`config.mk`:
```
export PLATFORM = sky130hd
export DESIGN_NAME = multicycle_ctrl_fsm
export DESIGN_NICKNAME = d
export VERILOG_FILES = /design/src/rtl/multicycle_ctrl_fsm.sv
export SDC_FILE = /design/constraint.sdc
export NUM_CORES = 1
export LEC_CHECK = 0
export BUFFER_PORTS_ARGS = -buffer_cell sky130_fd_sc_hd__buf_2
export CORE_MARGIN = 1
export CORE_UTILIZATION = 45
export DETAILED_ROUTE_END_ITERATION = 10
export PLACE_DENSITY = 0.85
export SETUP_SLACK_MARGIN = 0.5
export SLEW_MARGIN = 10
export SYNTH_ARGS = -nofsm -noshare
export SYNTH_HDL_FRONTEND = slang
export SYNTH_SLANG_ARGS = --single-unit
```
`constraint.sdc`:
```
create_clock -name clk -period 3.53 [get_ports clk]
set_input_delay 0.5295 -clock clk [delete_from_list [all_inputs] [get_ports clk]]
set_output_delay 0.5295 -clock clk [all_outputs]
set_load 0.005 [all_outputs]
```
`src/rtl/multicycle_ctrl_fsm.sv`:
```
// Multi-cycle RV32I control sequencer: walks each instruction through
// FETCH/DECODE/EXEC/MEM/WB and drives the datapath selects and strobes.
module multicycle_ctrl_fsm #(
   parameter int TIMEOUT_CYCLES = 15,
   parameter int CNT_W          = 4
) (
   input  logic        clk,
   input  logic        rst_n,
   input  logic [31:0] inst,
   input  logic        mem_ready,
   input  logic        branch_taken,
   output logic        mem_req,
   output logic        mem_we,
   output logic        mem_addr_sel,
   output logic        ir_write,
   output logic        pc_write,
   output logic [1:0]  pc_sel,
   output logic [2:0]  imm_sel,
   output logic [1:0]  alu_src_a,
   output logic        alu_src_b,
   output logic [1:0]  alu_op,
   output logic        reg_write,
   output logic [1:0]  wb_sel,
   output logic        instr_retired,
   output logic        illegal,
   output logic        bus_err,
   output logic [2:0]  state
);

   typedef enum logic [2:0] {
      S_FETCH  = 3'd0,
      S_DECODE = 3'd1,
      S_EXEC   = 3'd2,
      S_MEM    = 3'd3,
      S_WB     = 3'd4,
      S_HALT   = 3'd5
   } state_t;

   localparam logic [6:0] OPC_LUI    = 7'b0110111;
   localparam logic [6:0] OPC_AUIPC  = 7'b0010111;
   localparam logic [6:0] OPC_JAL    = 7'b1101111;
   localparam logic [6:0] OPC_JALR   = 7'b1100111;
   localparam logic [6:0] OPC_BRANCH = 7'b1100011;
   localparam logic [6:0] OPC_LOAD   = 7'b0000011;
   localparam logic [6:0] OPC_STORE  = 7'b0100011;
   localparam logic [6:0] OPC_OPIMM  = 7'b0010011;
   localparam logic [6:0] OPC_OP     = 7'b0110011;

   // Last wait cycle index: a missing ready here ends the access with an error.
   localparam logic [CNT_W-1:0] CNT_LIMIT = CNT_W'(TIMEOUT_CYCLES - 1);

   state_t           st_q, st_d;
   logic [CNT_W-1:0] cnt_q, cnt_d;
   logic             illegal_q, illegal_d;
   logic             bus_err_q, bus_err_d;

   logic [6:0] opc;
   logic       is_load, is_store, is_branch, is_jal, is_jalr, legal, rd_nz, timeout;
   logic [2:0] imm_fmt;
   logic [1:0] asa_dec, aop_dec;
   logic       asb_dec;
   logic       req_c, we_c, irw_c, pcw_c, rw_c, ret_c;
   logic       unused_inst;

   assign opc       = inst[6:0];
   assign rd_nz     = (inst[11:7] != 5'd0);
   assign is_load   = (opc == OPC_LOAD);
   assign is_store  = (opc == OPC_STORE);
   assign is_branch = (opc == OPC_BRANCH);
   assign is_jal    = (opc == OPC_JAL);
   assign is_jalr   = (opc == OPC_JALR);
   assign timeout   = (cnt_q == CNT_LIMIT);
   assign unused_inst = ^inst[31:12];

   always_comb begin
      legal   = 1'b1;
      imm_fmt = 3'd0;
      asa_dec = 2'd0;
      asb_dec = 1'b0;
      aop_dec = 2'd0;
      case (opc)
         OPC_LUI:    begin imm_fmt = 3'd4; asa_dec = 2'd2; asb_dec = 1'b1; end
         OPC_AUIPC:  begin imm_fmt = 3'd4; asa_dec = 2'd1; asb_dec = 1'b1; end
         OPC_JAL:    imm_fmt = 3'd3;
         OPC_JALR:   begin imm_fmt = 3'd0; asb_dec = 1'b1; end
         OPC_BRANCH: imm_fmt = 3'd2;
         OPC_LOAD:   begin imm_fmt = 3'd0; asb_dec = 1'b1; end
         OPC_STORE:  begin imm_fmt = 3'd1; asb_dec = 1'b1; end
         OPC_OPIMM:  begin imm_fmt = 3'd0; asb_dec = 1'b1; aop_dec = 2'd2; end
         OPC_OP:     aop_dec = 2'd1;
         default:    legal = 1'b0;
      endcase
   end

   always_ff @(posedge clk or negedge rst_n) begin
      if (!rst_n) begin
         st_q      <= S_FETCH;
         cnt_q     <= '0;
         illegal_q <= 1'b0;
         bus_err_q <= 1'b0;
      end else begin
         st_q      <= st_d;
         cnt_q     <= cnt_d;
         illegal_q <= illegal_d;
         bus_err_q <= bus_err_d;
      end
   end

   always_comb begin
      st_d         = st_q;
      cnt_d        = cnt_q;
      illegal_d    = illegal_q;
      bus_err_d    = bus_err_q;
      req_c        = 1'b0;
      we_c         = 1'b0;
      irw_c        = 1'b0;
      pcw_c        = 1'b0;
      rw_c         = 1'b0;
      ret_c        = 1'b0;
      mem_addr_sel = 1'b0;
      pc_sel       = 2'd0;
      wb_sel       = 2'd0;
      imm_sel      = (st_q == S_FETCH) ? 3'd0 : imm_fmt;
      alu_src_a    = 2'd0;
      alu_src_b    = 1'b0;
      alu_op       = 2'd0;

      // ALU operands stay stable from EXEC through MEM/WB so results stay valid.
      if (st_q == S_EXEC || st_q == S_MEM || st_q == S_WB) begin
         alu_src_a = asa_dec;
         alu_src_b = asb_dec;
         alu_op    = aop_dec;
      end

      case (st_q)
         S_FETCH: begin
            req_c = 1'b1;
            if (mem_ready) begin
               irw_c = 1'b1;
               st_d  = S_DECODE;
            end else if (timeout) begin
               bus_err_d = 1'b1;
               st_d      = S_HALT;
            end else begin
               cnt_d = cnt_q + CNT_W'(1);
            end
         end
         S_DECODE: begin
            if (!legal) begin
               illegal_d = 1'b1;
               st_d      = S_HALT;
            end else begin
               st_d = S_EXEC;
            end
         end
         S_EXEC: begin
            if (is_branch) begin
               pcw_c  = 1'b1;
               pc_sel = branch_taken ? 2'd1 : 2'd0;
               ret_c  = 1'b1;
               st_d   = S_FETCH;
            end else if (is_load || is_store) begin
               st_d = S_MEM;
            end else begin
               st_d = S_WB;
            end
         end
         S_MEM: begin
            req_c        = 1'b1;
            mem_addr_sel = 1'b1;
            we_c         = is_store;
            if (mem_ready) begin
               if (is_store) begin
                  pcw_c = 1'b1;
                  ret_c = 1'b1;
                  st_d  = S_FETCH;
               end else begin
                  st_d = S_WB;
               end
            end else if (timeout) begin
               bus_err_d = 1'b1;
               st_d      = S_HALT;
            end else begin
               cnt_d = cnt_q + CNT_W'(1);
            end
         end
         S_WB: begin
            rw_c   = rd_nz;
            wb_sel = is_load ? 2'd1 : ((is_jal || is_jalr) ? 2'd2 : 2'd0);
            pcw_c  = 1'b1;
            pc_sel = is_jal ? 2'd1 : (is_jalr ? 2'd2 : 2'd0);
            ret_c  = 1'b1;
            st_d   = S_FETCH;
         end
         S_HALT: st_d = S_HALT;
         default: st_d = S_HALT;
      endcase

      if (st_d != st_q) cnt_d = '0;
   end

   // Strobes are gated by rst_n so nothing escapes while reset is held.
   assign mem_req       = req_c & rst_n;
   assign mem_we        = we_c  & rst_n;
   assign ir_write      = irw_c & rst_n;
   assign pc_write      = pcw_c & rst_n;
   assign reg_write     = rw_c  & rst_n;
   assign instr_retired = ret_c & rst_n;
   assign illegal       = illegal_q;
   assign bus_err       = bus_err_q;
   assign state         = st_q;

endmodule

```
==> impl_metrics.py, run 1 <==
metrics = {
    "cells_and_area": {
        "area_growth_pct": 23.6,
        "multi_input_area_um2": 636,
        "drive_gt1_frac": 0.285,
        "seqCellArea_um2": 225,
        "layout.cells.most_common_list": "buf_2 (39), nor2_1 (15), nand2_1 (10)",
        "final_common_cell": "buf_2",
        "fillers": 173,
        "num-nets-final": 197,
        "diodes": 0,
    },
    "die": {
        "coreArea_mm2": 0.00182,
        "rows": 15,
        "die_height_um": 47.1,
        "die_w_um": 47.1,
        "start_util": 0.502,
        "dieArea_mm2": 0.00221,
        "io_pins": 60,
    },
    "worst_setup_path": {
        "cp.required_ns": 3.00,
        "arrival_ns": 2.03,
        "critical_path_class": "reg2out",
        "worst-path-max-fanout": 20,
        "endpoint_kind": "primary output",
        "cp-start-kind": "register",
    },
    "placed_design": {
        "hpwlAfterDp_um": 1820,
        "place_ws_ns": 1.05,
        "gp_congestion": 0.868,
        "portBuffers": 39,
    },
    "clocking": {
        "ctsHoldBuffers": 0,
        "clk_latency_ns": 0.26,
        "numCtsBuffers": 3,
        "cts.path.max_buffers": 2,
        "cts_tree": "built",
        "clkSlewWorstSetupHoldPaths_ns": 0.05,
        "postCtsSetupBuffers": 0,
        "cts_resized": 0,
        "h-tree-depth": 1,
        "cts_sinks": 9,
        "clockRootBuffer": "clkbuf_4",
    },
    "global_route": {
        "grt_max_degree": 21,
        "grtUsageTotal": 0.240,
        "antenna_found_initial": 0,
        "first_global_vias": 884,
        "grt_first_pass_wirelength_um": 3780,
        "grt_overflow": 0,
    },
    "pwr": {
        "power_mw": 0.459,
        "p_int_mw": 0.252,
        "share_comb_of_total_power": 0.458,
        "pwr-share-seq": 0.377,
        "clkPwrFrac": 0.165,
        "swShare": 0.450,
        "p_sw_mw": 0.206,
        "ir_drop_mv": 0.368,
        "p_per_area_mw_per_mm2": 406,
        "p_leak_nw": 0.549,
    },
    "timing": {
        "finalSetupTns_ns": 0,
        "hold_slack_ns": 0.135,
        "relSlewSlack": 0.590,
        "finalClockSkew_ns": 0.00221,
        "hold_viol": 0,
        "fin_crit_sh": 0.725,
        "clock.fmax_mhz": 391,
        "worst_pin_slew_ns": 0.614,
        "maxSlewViolCount": 0,
        "rsz0062_at_grt": "false",
        "setup_ws_ns": 0.972,
        "setup_viol": 0,
        "fin_crit_ns": 2.56,
    },
    "logic_synthesis": {
        "syn-mean-instance-area_um2": 7.43,
        "seq_area_frac_synth": 0.247,
        "ys_seq_elements": 9,
        "yosys.cell_types.count": 39,
        "synth_edf_count": 0,
        "synthFlopType": "dfrtp_1",
        "async_reset_ff_frac": 1.00,
        "syn_nets": 161,
        "yosys_warnings": 0,
        "syn_inst": 123,
        "syn-cell-area_um2": 913,
    },
    "run_status": {
        "status": "finished clean",
    },
    "run": {
        "maxCapViolations": 0,
    },
    "hold_path": {
        "hp-class": "in2async",
    },
    "routing": {
        "wl_per_cell_um": 12.7,
        "wl_um": 2330,
        "vias_per_cell": 5.73,
        "ant_nets": 0,
        "vias": 1049,
        "drt-initial-drc-count": 27,
        "drc": 0,
        "drtPass1Iterations": 4,
    },
}
per-stage QoR:
| stage | cell area, um2 | cells | util |
|---|---|---|---|
| floorplan | 913 | 123 | - |
| global placement | 1100 | 179 | 0.605 |
| detailed placement | 1100 | 179 | 0.605 |
| CTS | 1130 | 183 | 0.620 |
| global route | 1130 | 183 | 0.620 |
| finish | 1130 | 183 | 0.620 |
area by class of cell:
type,instances,area share
inverters,4,0.0133
flip-flops and latches,9,0.200
repair buffers,39,0.173
well taps,25,0.0277
clock buffers,4,0.0233
multi-input cells,102,0.563
cells by family (layout without fill, tap and decap cells):
| family | count (synthesis) | in the layout | share of synthesized area |
|---|---|---|---|
| fa+ha+maj | 2 | 2 | 0.0274 |
| buf+inv | 12 | 47 | 0.0575 |
| xor+xnor | 4 | 4 | 0.0384 |
| flops | 9 | 9 | 0.247 |
| simple gates | 65 | 65 | 0.378 |
| compound gates | 31 | 31 | 0.252 |
cells in the mapped netlist (2+ instances only):
master / count / area share
nand3_1: 5 / 0.027
dfrtp_1: 9 / 0.25
nor2b_1: 2 / 0.014
a21o_1: 2 / 0.016
ha_1: 2 / 0.027
and2_1: 3 / 0.021
o31ai_1: 2 / 0.016
inv_1: 4 / 0.016
nand2b_1: 5 / 0.034
o22ai_1: 2 / 0.014
xnor2_1: 2 / 0.019
o21ai_0: 5 / 0.027
nor4_1: 2 / 0.014
buf_2: 3 / 0.016
nand4_1: 3 / 0.021
xor2_1: 2 / 0.019
o311a_1: 2 / 0.022
clkbuf_1: 4 / 0.016
nor2_1: 15 / 0.062
and3_1: 4 / 0.027
nor3b_1: 2 / 0.016
nand2_1: 10 / 0.041
a21oi_1: 9 / 0.049
nor3_1: 9 / 0.049
layer usage:
metal,GRT usage,vias to the layer above,wire (um)
met5,0,-,0
met4,0.0800,0,25
met3,0.0577,5,150
met2,0.364,47,1110
met1,0.335,475,1040
li1,-,522,-
sequential cells by signal (all words and copies together), names as in the netlist:
name     cells
cnt_q        4
state        3
bus_err      1
illegal      1
power groups by stage:
| stage | Combinational [mW] | Clock (mW) | Sequential (mW) |
|---|---|---|---|
| 6_report | 0.210 | 0.0757 | 0.173 |
| 3_5_place_dp | 0.208 | 0 | 0.173 |
| 4_1_cts | 0.209 | 0.0794 | 0.171 |
| 3_3_place_gp | 0.202 | 0 | 0.172 |
| 5_1_grt | 0.238 | 0.0867 | 0.179 |
| 2_1_floorplan | 0.188 | 0 | 0.135 |
path summary, 6_finish.rpt:
| path | startpoint | endpoint | slack, ns | cells past startpoint |
|---|---|---|---|---|
| max in group asynchronous | rst_n | cnt_q[1] | 3.18 | 1 |
| min | rst_n | cnt_q[2] | 0.14 | 1 |
| max | state[2] | pc_write | 0.97 | 6 |
| min reg2reg | bus_err | bus_err | 0.45 | 1 |
| min in group clk | bus_err | bus_err | 0.45 | 1 |
| max reg2reg | state[2] | cnt_q[1] | 1.49 | 4 |
critical path, stage by stage (launching register included):
cell and delay (ns):
dfrtp_1 0.60, nand2b_1 0.34, nor2_1 0.34, nand4_1 0.13
o21ai_0 0.09, and2_1 0.15, buf_2 0.11
(Power assumes the default switching activity.)
==> inputs of run 2 (changes only) <==
- ABC_AREA: not set -> 1
- CORE_UTILIZATION: 45 -> 41
- PLACE_DENSITY: 0.85 -> 0.79
- clock period: 3.53 -> 2.5 ns (I/O delays scaled with it)
==> impl_metrics.py, run 2 <==
metrics = {
    "run_status": {
        "status": "finished clean",
    },
    "timing": {
        "hold_viol": 0,
        "clock.fmax_mhz": 543,
        "worst_pin_slew_ns": 0.405,
        "fin_crit_sh": 0.737,
        "rsz0062_at_grt": "false",
        "setup_viol": 0,
        "relSlewSlack": 0.729,
        "maxSlewViolCount": 0,
        "finalClockSkew_ns": 0.00129,
        "fin_crit_ns": 1.84,
        "finalSetupTns_ns": 0,
    },
    "placed_design": {
        "hpwlAfterDp_um": 1890,
        "gp_congestion": 0.850,
        "portBuffers": 39,
    },
    "routing": {
        "vias_per_cell": 4.95,
        "wl_per_cell_um": 11.0,
        "ant_nets": 0,
        "drt-initial-drc-count": 29,
        "drc": 0,
        "wl_um": 2360,
        "vias": 1065,
        "drtPass1Iterations": 4,
    },
    "worst_setup_path": {
        "arrival_ns": 1.47,
        "slowest_delay_ns": 0.48,
        "crit_path_frequent_cell": "a21oi_1",
        "cp.required_ns": 2.12,
        "path_depth": 6,
        "endpoint_kind": "primary output",
        "crit_path_start": "state[0]",
        "rr_worst_depth": 15,
        "worstPathCellList": "nor2_4 > nand2_2 > inv_1 > a21oi_1 > a21oi_1 > buf_2",
        "worst-path-max-fanout": 7,
        "critical-path-top-delay-family": "flip-flops",
        "critical_path_class": "reg2out",
        "cp-start-kind": "register",
        "critical_path_buf_inv_count": 2,
        "rr_startpoint": "cnt_q[0]",
        "worst_path_max_delay_cell": "dfrtp_2",
    },
    "logic_synthesis": {
        "syn-cell-area_um2": 901,
        "synth_edf_count": 0,
        "seq_area_frac_synth": 0.250,
        "synthTopCellsByCount": "nand2_1 (33), nor2_1 (22), inv_1 (15)",
        "ys_top_cells_by_area": "dfrtp_1 (25%), nand2_1 (14%), nor2_1 (9.2%)",
        "yosys.area.top_type_share": 0.250,
        "syn_inst": 145,
        "yosysMostFrequentCell": "nand2_1",
        "yosys_warnings": 0,
        "syn_nets": 183,
        "ys_seq_elements": 9,
        "syn-mean-instance-area_um2": 6.21,
        "yosys.cell_types.count": 24,
        "synthFlopType": "dfrtp_1",
        "async_reset_ff_frac": 1.00,
        "synth_top_cell_by_area": "dfrtp_1",
    },
    "die": {
        "start_util": 0.446,
        "dieArea_mm2": 0.00239,
        "die_height_um": 48.9,
        "rows": 16,
        "io_pins": 60,
        "die_w_um": 48.9,
        "coreArea_mm2": 0.00202,
    },
    "pwr": {
        "p_per_area_mw_per_mm2": 648,
        "p_leak_nw": 0.672,
        "power_mw": 0.763,
        "ir_drop_mv": 0.458,
    },
    "clocking": {
        "cts.path.max_buffers": 2,
        "cts_tree": "built",
        "numCtsBuffers": 3,
        "clkSlewWorstSetupHoldPaths_ns": 0.06,
        "h-tree-depth": 1,
        "clockRootBuffer": "clkbuf_4",
        "cts_sinks": 9,
        "clk_latency_ns": 0.26,
    },
    "run": {
        "maxCapViolations": 0,
    },
    "cells_and_area": {
        "drive_gt1_frac": 0.410,
        "layout.cells.most_common_list": "buf_2 (39), nand2_1 (32), nor2_1 (21), inv_1 (15), nand2_2 (12)",
        "num-nets-final": 227,
        "final_common_cell": "buf_2",
        "regMostFlops": "cnt_q",
        "area_growth_pct": 30.7,
        "diodes": 0,
        "largest_reg_flops": 4,
    },
    "global_route": {
        "first_global_vias": 969,
        "grt_first_pass_wirelength_um": 3990,
        "grt_overflow": 0,
        "grt_max_degree": 10,
        "antenna_found_initial": 0,
        "grtUsageTotal": 0.209,
    },
    "hold_path": {
        "hold_depth": 2,
        "worstHoldStart": "illegal",
        "hp-class": "reg2reg",
    },
}
-- run 2: changes by cell type in the layout (fill, tap and decap cells not counted), moves of 5 or more --
cell	change
nand2_1	+22
nor2_4	+5
inv_1	+11
nand2_2	+12
nor2_2	+6
nand2b_1	-5
inv_2	+6
nor2_1	+6
nor3_1	-5
-- run 2: cells by family (layout without fill, tap and decap cells) --
kind of cell / Yosys count / in the layout / share of synthesized area
compound gates: 15 / 15 / 0.0958
simple gates: 93 / 93 / 0.497
fa+ha+maj: 2 / 2 / 0.0278
flops: 9 / 9 / 0.250
buf+inv: 23 / 66 / 0.100
xor+xnor: 3 / 3 / 0.0292
-- run 2: what timing repair did --
action	CTS	global route
buffers inserted	0	0
endpoints found under the setup margin	4	6
hold buffers	1	0
hold endpoints to repair	9	0
resized for setup	1	6
gates cloned	0	0
-- run 2: worst reg2reg max path, cell delays in order (launching register included) --
cell     delay [ns]
dfrtp_1        0.38
inv_1          0.07
ha_1           0.20
nand3_1        0.13
nand2_1        0.09
inv_1          0.10
nand2_1        0.06
nand2_1        0.07
nand2_2        0.06
nor2_4         0.11
nand2_2        0.06
nand2_1        0.05
nand2_1        0.06
nor2_2         0.09
nand2_2        0.08
nor2_1         0.09
-- run 2: cell type report --
cell class | count | area (um2)
Inverter | 22 | 82.6
Clock buffer | 4 | 26.3
Fill cell | 204 | 845
Sequential cell | 9 | 229
Tap cell | 27 | 33.8
Multi-Input combinational cell | 113 | 601
Timing Repair Buffer | 40 | 205
-- run 2: power breakdown --
group / internal (mW) / switching (mW) / leakage (nW)
Combinational: 0.158 / 0.268 / 0.545
Clock: 0.0614 / 0.0487 / 0.0150
Sequential: 0.174 / 0.0522 / 0.112
Total: 0.394 / 0.369 / 0.672
-- run 2: worst paths after layout --
check                                 to  slack [ns]
max in group asynchronous       state[0]        1.58
setup / recovery           instr_retired        0.66
setup reg to reg                cnt_q[1]        0.73
min in group asynchronous        illegal        0.62
hold / removal                   illegal        0.46
hold reg to reg                  illegal        0.46
-- run 2: routing by layer --
layer / GRT usage / wire length [um]
met2: 0.375 / 1180
met3: 0.0498 / 142
met1: 0.255 / 1020
met4: 0.0343 / 5
met5: 0 / 0
-- run 2: metrics by stage --
stage	utilization	hold slack [ns]	instance area, um2	instances	setup slack [ns]
after detailed placement	0.555	0.241	1120	210	0.748
after floorplan	-	0.0794	901	145	0.896
after global placement	0.555	0.239	1120	210	0.783
after CTS	0.574	0.462	1160	215	0.512
after global routing	0.582	0.483	1180	215	0.492
final	0.582	0.456	1180	215	0.657
==> inputs of run 3 (changes only) <==
- clock period: 2.5 -> 1.9 ns (I/O delays scaled with it)
==> impl_metrics.py, run 3 (synthesized netlist as in run 2, its figures left out) <==
metrics = {
    "global_route": {
        "grt_max_degree": 10,
        "use_met1": 0.264,
        "use_met2": 0.391,
        "grt_overflow": 0,
        "grt_busiest_layer": "met2",
        "antenna_found_initial": 0,
        "grtUsageMet3": 0.0841,
        "first_global_vias": 1056,
        "grt_first_pass_wirelength_um": 4250,
        "grtUsageTotal": 0.230,
    },
    "cells_and_area": {
        "diodes": 0,
        "final_area_mm2": 0.00146,
        "fin_cells": 234,
        "fin_util": 0.722,
        "drive_gt1_frac": 0.609,
        "largest_reg_flops": 4,
        "regMostFlops": "cnt_q",
        "num-nets-final": 246,
        "layout.cells.most_common_list": "buf_2 (39), nand2_1 (24), nand2_2 (16), nor2_1 (16), buf_4 (15)",
        "area_growth_pct": 62.1,
        "final_common_cell": "buf_2",
    },
    "worst_setup_path": {
        "arrival_ns": 1.39,
        "worst_path_max_delay_cell": "dfrtp_2",
        "slowest_delay_ns": 0.45,
        "critical_path_class": "reg2out",
        "cp.required_ns": 1.62,
        "cp-start-kind": "register",
        "crit_path_frequent_cell": "a21oi_2",
        "worst-path-max-fanout": 6,
        "endpoint_kind": "primary output",
        "worstPathCellList": "nor2_4 > nand2_4 > inv_2 > a21oi_2 > a21oi_2 > buf_2",
    },
    "clocking": {
        "h-tree-depth": 1,
        "clk_latency_ns": 0.26,
        "numCtsBuffers": 3,
        "cts_tree": "built",
        "clkSlewWorstSetupHoldPaths_ns": 0.06,
        "clockRootBuffer": "clkbuf_4",
        "cts.path.max_buffers": 2,
        "cts_sinks": 9,
    },
    "timing": {
        "relSlewSlack": 0.722,
        "setup_viol": 0,
        "finalSetupTns_ns": 0,
        "worst_pin_slew_ns": 0.416,
        "clock.fmax_mhz": 597,
        "hold_viol": 0,
        "fin_crit_sh": 0.882,
        "maxSlewViolCount": 0,
        "rsz0062_at_grt": "true",
        "finalClockSkew_ns": 0.00226,
        "fin_crit_ns": 1.68,
    },
    "die": {
        "coreArea_mm2": 0.00202,
        "dieArea_mm2": 0.00239,
        "start_util": 0.446,
        "rows": 16,
        "die_height_um": 48.9,
        "io_pins": 60,
        "die_w_um": 48.9,
    },
    "routing": {
        "vias": 1232,
        "drtPass1Iterations": 5,
        "wl_per_cell_um": 13.6,
        "drc": 0,
        "wl_um": 3180,
        "drt-initial-drc-count": 28,
        "ant_nets": 0,
        "vias_per_cell": 5.26,
    },
    "pwr": {
        "p_leak_nw": 0.804,
        "p_per_area_mw_per_mm2": 939,
        "ir_drop_mv": 0.917,
        "power_mw": 1.37,
    },
    "placed_design": {
        "portBuffers": 39,
        "placed_area_mm2": 0.00115,
        "gp_congestion": 0.865,
        "hpwlAfterDp_um": 1860,
        "dp.cells": 210,
    },
    "hold_path": {
        "hp-class": "in2reg",
    },
    "run_status": {
        "status": "finished clean",
    },
    "run": {
        "maxCapViolations": 0,
    },
}
## run 3: cell types whose count changed in the layout (fill, tap and decap cells not counted), sizes merged
cell,previous run,this run
buf,39,58
clkbuf,4,3
clkinv,1,2
## run 3: layer usage
| layer | up-vias | share of wire |
|---|---|---|
| li1 | 577 | - |
| met1 | 555 | 0.39 |
| met2 | 79 | 0.48 |
| met3 | 21 | 0.078 |
| met4 | 0 | 0.054 |
| met5 | - | 0 |
## run 3: final timing paths
kind | from | endpoint | slack (ns) | cells after the start
min | mem_ready | bus_err | 0.39 | 3
min reg2reg | bus_err | bus_err | 0.46 | 1
max in group asynchronous | rst_n | state[2] | 1.09 | 2
min in group asynchronous | rst_n | cnt_q[1] | 0.49 | 2
max | state[1] | instr_retired | 0.22 | 6
max reg2reg | state[2] | cnt_q[2] | 0.28 | 12
## run 3: repair_timing
action                                 4_1_cts  5_1_grt
pin swaps                                    8       13
gates resized for setup                     16       24
endpoints found under the hold margin        9        0
setup endpoints to repair                   24       26
setup buffers                               11        8
hold buffers                                 1        0
cloned                                       0        0
## run 3: worst max-delay path, delay by kind of cell, from the launching register on
family / cells / cell delay [ns]
buffers and inverters: 2 / 0.22
DFF: 1 / 0.45
and+or+nand+nor: 2 / 0.30
AOI/OAI and AO/OA: 2 / 0.16
## run 3: layout make-up
| cell class | count | area [um2] |
|---|---|---|
| clock inverter | 1 | 5.00 |
| multi-input combinational | 113 | 722 |
| tap | 27 | 33.8 |
| fill | 152 | 562 |
| timing repair buffer | 59 | 363 |
| sequential | 9 | 229 |
| clock buffer | 3 | 22.5 |
| inverter | 22 | 85.1 |
## run 3: stage by stage
stage / hold WS [ns] / setup slack [ns]
final: 0.392 / 0.224
after global routing: 0.387 / 0.139
after CTS: 0.388 / 0.254
after detailed placement: 0.150 / 0.271
after global placement: 0.147 / 0.274
after floorplan: -0.0106 / 0.431
## run 3: power by group
group / switching [mW] / total [mW] / internal [mW]
clock: 0.0687 / 0.146 / 0.0777
combinational: 0.532 / 0.943 / 0.411
sequential: 0.0525 / 0.282 / 0.230
total: 0.653 / 1.37 / 0.719
